$ cat src/rtl/ro_pair_compare.sv
// ro_pair_compare
//   Measurement stage of the RO-PUF. For each of RESP_BITS ring-oscillator
//   pairs it selects the pair (ro_sel), waits for a full gate-high window,
//   counts rising edges of both oscillators inside that window, compares the
//   two counts and stores one response bit. The finished word is offered to
//   the key-generation logic with a valid/ack handshake.
//
//   Handshake: resp_valid rises when the word is complete and stays high,
//   with resp stable, until resp_ack is seen high on a clock edge; resp_valid
//   drops on the following cycle. resp_ack while resp_valid is low has no
//   effect. start is a one-cycle request honoured only while idle.
//
// Ports
//   clk        in   system clock
//   reset      in   synchronous active-high reset
//   gate       in   measurement window from the clock divider (async level)
//   ro_a/ro_b  in   oscillators of the selected pair (async)
//   start      in   one-cycle pulse, begins a run (idle only)
//   ro_sel     out  index of the pair under measurement (external RO mux)
//   busy       out  high from accepted start until resp_valid
//   resp       out  response word, bit i = result of pair i
//   resp_valid out  response ready, held until resp_ack
//   resp_ack   in   consumer accepted resp
//   sat        out  sticky per run: an edge counter saturated
//   tie_mask   out  (only with ROPUF_TIE_MASK_EN) bit i = pair i tied or
//                   saturated, so the key logic can discard it
//
// Optional feature macro: ROPUF_TIE_MASK_EN

module ro_pair_compare #(
    parameter int CNT_W     = 16,
    parameter int RESP_BITS = 8,
    parameter int SEL_W     = 3
) (
    input  logic                 clk,
    input  logic                 reset,
    input  logic                 gate,
    input  logic                 ro_a,
    input  logic                 ro_b,
    input  logic                 start,
    output logic [SEL_W-1:0]     ro_sel,
    output logic                 busy,
    output logic [RESP_BITS-1:0] resp,
    output logic                 resp_valid,
    input  logic                 resp_ack,
    output logic                 sat
`ifdef ROPUF_TIE_MASK_EN
    ,
    output logic [RESP_BITS-1:0] tie_mask
`endif
);

    localparam logic [CNT_W-1:0] CNT_MAX  = '1;
    localparam logic [SEL_W-1:0] LAST_SEL = SEL_W'(RESP_BITS - 1);

    typedef enum logic [2:0] {
        S_IDLE  = 3'd0,
        S_ARM   = 3'd1,
        S_COUNT = 3'd2,
        S_CMP   = 3'd3,
        S_DONE  = 3'd4
    } state_t;

    state_t state_q;
    state_t state_d;

    // Two flops of synchronisation; the third flop is only the edge reference.
    logic [2:0] gate_sh;
    logic [2:0] a_sh;
    logic [2:0] b_sh;

    logic gate_rise;
    logic gate_fall;
    logic a_rise;
    logic b_rise;

    logic [CNT_W-1:0] cnt_a;
    logic [CNT_W-1:0] cnt_b;
    logic             last_pair;

    always_ff @(posedge clk) begin
        if (reset) begin
            gate_sh <= '0;
            a_sh    <= '0;
            b_sh    <= '0;
        end else begin
            gate_sh <= {gate_sh[1:0], gate};
            a_sh    <= {a_sh[1:0], ro_a};
            b_sh    <= {b_sh[1:0], ro_b};
        end
    end

    assign gate_rise = gate_sh[1] & ~gate_sh[2];
    assign gate_fall = ~gate_sh[1] & gate_sh[2];
    assign a_rise    = a_sh[1] & ~a_sh[2];
    assign b_rise    = b_sh[1] & ~b_sh[2];
    assign last_pair = (ro_sel == LAST_SEL);

    // State register
    always_ff @(posedge clk) begin
        if (reset) begin
            state_q <= S_IDLE;
        end else begin
            state_q <= state_d;
        end
    end

    // Next-state logic
    always_comb begin
        state_d = state_q;
        case (state_q)
            S_IDLE:  if (start)     state_d = S_ARM;
            // Only a detected rising edge opens a window, so a gate that is
            // already high when the run starts is skipped until it rises again.
            S_ARM:   if (gate_rise) state_d = S_COUNT;
            S_COUNT: if (gate_fall) state_d = S_CMP;
            S_CMP:   state_d = last_pair ? S_DONE : S_ARM;
            S_DONE:  if (resp_ack)  state_d = S_IDLE;
            default: state_d = S_IDLE;
        endcase
    end

    // Outputs decoded from the state register
    always_comb begin
        busy       = 1'b0;
        resp_valid = 1'b0;
        case (state_q)
            S_ARM, S_COUNT, S_CMP: busy       = 1'b1;
            S_DONE:                resp_valid = 1'b1;
            default: begin
                busy       = 1'b0;
                resp_valid = 1'b0;
            end
        endcase
    end

    // Datapath: pair select, edge counters, response assembly
    always_ff @(posedge clk) begin
        if (reset) begin
            ro_sel <= '0;
            resp   <= '0;
            sat    <= 1'b0;
            cnt_a  <= '0;
            cnt_b  <= '0;
`ifdef ROPUF_TIE_MASK_EN
            tie_mask <= '0;
`endif
        end else begin
            case (state_q)
                S_IDLE: begin
                    if (start) begin
                        ro_sel <= '0;
                        resp   <= '0;
                        sat    <= 1'b0;
`ifdef ROPUF_TIE_MASK_EN
                        tie_mask <= '0;
`endif
                    end
                end
                S_ARM: begin
                    if (gate_rise) begin
                        cnt_a <= '0;
                        cnt_b <= '0;
                    end
                end
                S_COUNT: begin
                    // Counters stop at all-ones; sat flags the moment one
                    // reaches it and stays set for the rest of the run.
                    if (a_rise && (cnt_a != CNT_MAX)) begin
                        cnt_a <= cnt_a + 1'b1;
                        if (cnt_a == CNT_MAX - 1'b1) sat <= 1'b1;
                    end
                    if (b_rise && (cnt_b != CNT_MAX)) begin
                        cnt_b <= cnt_b + 1'b1;
                        if (cnt_b == CNT_MAX - 1'b1) sat <= 1'b1;
                    end
                end
                S_CMP: begin
                    resp[ro_sel] <= (cnt_a > cnt_b);
`ifdef ROPUF_TIE_MASK_EN
                    // A saturated count no longer reflects frequency, so
                    // treat the pair as unreliable like an exact tie.
                    tie_mask[ro_sel] <= (cnt_a == cnt_b) || (cnt_a == CNT_MAX)
                                        || (cnt_b == CNT_MAX);
`endif
                    // Advancing here keeps the mux change inside gate-low
                    // time, giving the next pair time to settle.
                    if (!last_pair) ro_sel <= ro_sel + 1'b1;
                end
                default: begin
                end
            endcase
        end
    end

endmodule

$ cat config.mk
export PLATFORM = sky130hd
export DESIGN_NAME = ro_pair_compare
export DESIGN_NICKNAME = d
export VERILOG_FILES = /design/src/rtl/ro_pair_compare.sv
export SDC_FILE = /design/constraint.sdc
export NUM_CORES = 1
export LEC_CHECK = 0
export CAP_MARGIN = 5
export CORE_MARGIN = 4
export CORE_UTILIZATION = 59
export CTS_CLUSTER_SIZE = 30
export DETAILED_ROUTE_END_ITERATION = 16
export PLACE_DENSITY_LB_ADDON = 0.12
export RECOVER_POWER = 50
export SKIP_CTS_REPAIR_TIMING = 1
export SKIP_LAST_GASP = 1
export SYNTH_ARGS = -nofsm -noshare
export SYNTH_HDL_FRONTEND = slang
export SYNTH_SLANG_ARGS = --single-unit
$ cat constraint.sdc
create_clock -name clk -period 2.85 [get_ports clk]
set_clock_uncertainty 0.15 [all_clocks]
set_input_delay 0.4275 -clock clk [delete_from_list [all_inputs] [get_ports clk]]
set_output_delay 0.4275 -clock clk [all_outputs]
set_load 0.005 [all_outputs]
==> impl_results.md <==
* Synth-to-layout area growth at 11.1%
* Comb pwr share at 4.3%
* Clock-pin transition on the worst setup and hold timing paths at 0.09 ns
* Port Buffers at 20
* Final ANT Viol Nets at 0
* Hold Crit Class: register to register
* Clock Latency Late Sink at 0.31 ns
* Psw at 294 uW
* TritonCTS clock tree: yes
* Core Region at 4880 um2
* CTS Buffer Depth at 2
* Post-synthesis sequential area ratio at 36.7%
* DR iter-0 viols at 131
* Starting density of the core at 62.6%
* Number of synthesis warnings at 0
* Cell taking the most area after synthesis: dfxtp_1
* Largest net degree at the start of global routing at 27
* Reg2Reg Setup Slack at 0.46 ns
* Cell variety after synth at 47
* Routability Congestion at 0.826
* Via count at 2,649
* CP Capture Type: output port
* Worst-margin pin slew at 1.13 ns
* Die width at 80.0 um
* Diode count at 0
* Met2 routed WL at 3.13 mm
* PD cells at 375 nW/um2
* Async SR Flop Fraction at 0%
* Worst R2R Path Depth at 6
* Max-Cap Viols at 0
* EDFF count, synth at 0
* Internal Power at 979 uW
* CP required at 2.27 ns
* Worst R2R Start: state_q[1]
* Setup-failing EPs final at 0
* Overflow left after global routing at 0
* Synth area leaders: dfxtp_1 (37%), ha_1 (9.0%), xnor2_1 (4.6%)
* Mean routed wirelength per cell at 14.5 um
* RSZ-0062 raised after global routing: no
* DPL Wire Length at 4.89 mm
* H-tree levels at 2
* Crit start category: register
* Flops & latches, synth at 56
* Total GRT Usage at 22.8%
* Cell area after layout at 3390 um2
* Post-route setup TNS at 0 ns
* Critical path class: register to output port
* M1 WL at 3.00 mm
* Worst hold path cell count at 1
* Root Buffer: clkbuf_8
* Tcrit/Tclk final at 85.9%
* Vias in the first global route at 2,664
* Fraction of layout cells with a size suffix above 1 at 5.21%
* Arrival @ worst endpoint at 1.87 ns
* Die Area at 6400 um2
* Mapped Avg Cell Area at 8.42 um2
* Final wirelength at 6.55 mm
* Synth top area share at 36.7%
* Die H at 80.0 um
* DRC at 0
* Final Hold Viols at 0
* Io pins at 21
* Min Tclk post-route at 2.45 ns
* Sequential share of power at 62.4%
* Switch share at 23.1%
* Vias per cell at 5.87
* Hold_sp: gate_sh[0]
* First-pass GRT wire length at 11.8 mm
* Fin nets at 413
* Worst VDD drop at 0.000271 V
* Pins Over Slew Limit at 0
* Commonest non-fill, non-tap cell in the layout: dfxtp_1
* Uppermost layer routed: met4
* Syn Std Cell Area at 3060 um2
* Commonest cells after routing, fill and taps aside: dfxtp_1 (56), nor2_1 (31), nand2_1 (28)
* Synthesized netlist cell count at 363
* Row cnt at 25
* Capturing point of the worst reg2reg path: cnt_a[10]
* Hold Path Sink: gate_sh[1]
* P_leak at 1.18 nW
* Metal3 WL at 286 um
* Relative slew slack at 24.6%
* Syn_nets at 392
* Drt first pass iters at 4
* Upper clock frequency limit at 408 MHz
* Num CTS Buffers at 5
* Status: finished clean
* Clk network pwr share at 33.2%
* CTS Sinks at 56
* Top FF cell, synth: dfxtp_1
* Placed cell areas at 3320 um2
* Initial antenna violation count at 0
* Crit Path Max Fanout at 9
layout make-up:
| type | count | area [um2] |
|---|---|---|
| fill | 427 | 1490 |
| multi-input combinational | 270 | 1770 |
| tap | 67 | 83.8 |
| timing repair buffer | 28 | 253 |
| inverter | 23 | 86.3 |
| clock inverter | 2 | 12.5 |
| sequential | 56 | 1120 |
| clock buffer | 5 | 68.8 |
flip-flops by register name, indices dropped and copies added (netlist names):
signal,cells
a_sh,3
b_sh,3
cnt_a,16
cnt_b,16
gate_sh,3
resp,8
ro_sel,3
sat,1
state_q,3
cell usage after synthesis (7+ instances only):
cell type   n
a21oi_1    23
clkbuf_1    7
dfxtp_1    56
ha_1       22
inv_1      22
nand2_1    28
nand3_1    27
nand4_1    11
nor2_1     31
nor2b_1    13
nor4_1     12
o21ai_0     7
o31ai_1    14
or4_1       8
xnor2_1    16
per-stage QoR:
stage	hold slack [ns]	cells	worst slack, ns	power (mW)	util, %
final	0.295	451	0.401	1.27	69.6
after global routing	0.312	451	0.200	1.32	69.6
after CTS	0.298	451	0.401	1.28	69.7
after detailed placement	0.274	444	0.524	0.871	68.1
after global placement	0.267	444	0.627	0.869	68.1
after floorplan	0.264	363	0.631	0.847	-
routing by layer:
metal | GRT usage, % | vias up
li1 | - | 1352
met1 | 28.2 | 1223
met2 | 39.6 | 61
met3 | 3.61 | 13
met4 | 8.45 | 0
met5 | 0 | -
worst max path at each step:
stage	from	cells past startpoint	to
after floorplan	cnt_b[1]	7	resp[0]
after CTS	state_q[2]	3	resp_valid
final	state_q[2]	3	resp_valid
after detailed placement	cnt_b[0]	6	cnt_b[8]
after global routing	reset	6	cnt_a[10]
after global placement	cnt_b[0]	6	cnt_b[14]
cell families after synthesis:
kind of cell    synth area share [%]
compound gates                  12.3
xor+xnor                        4.58
buf+inv                         5.44
flops                           36.7
fa+ha+maj                       9.01
simple gates                    30.6
mux                             1.35
power groups by stage:
stage	logic (mW)	registers [mW]	clock network, mW
after floorplan	0.0384	0.809	0
after global placement	0.0564	0.813	0
after detailed placement	0.0571	0.813	0
after CTS	0.0576	0.795	0.431
after global routing	0.0613	0.797	0.466
final	0.0552	0.795	0.423
critical path, cell delays in order (launching register included):
cell	delay, ns
dfxtp_1	0.49
clkinv_1	0.31
nor3_1	0.22
clkdlybuf4s50_1	0.54
Power figures use the tool's default switching activity.
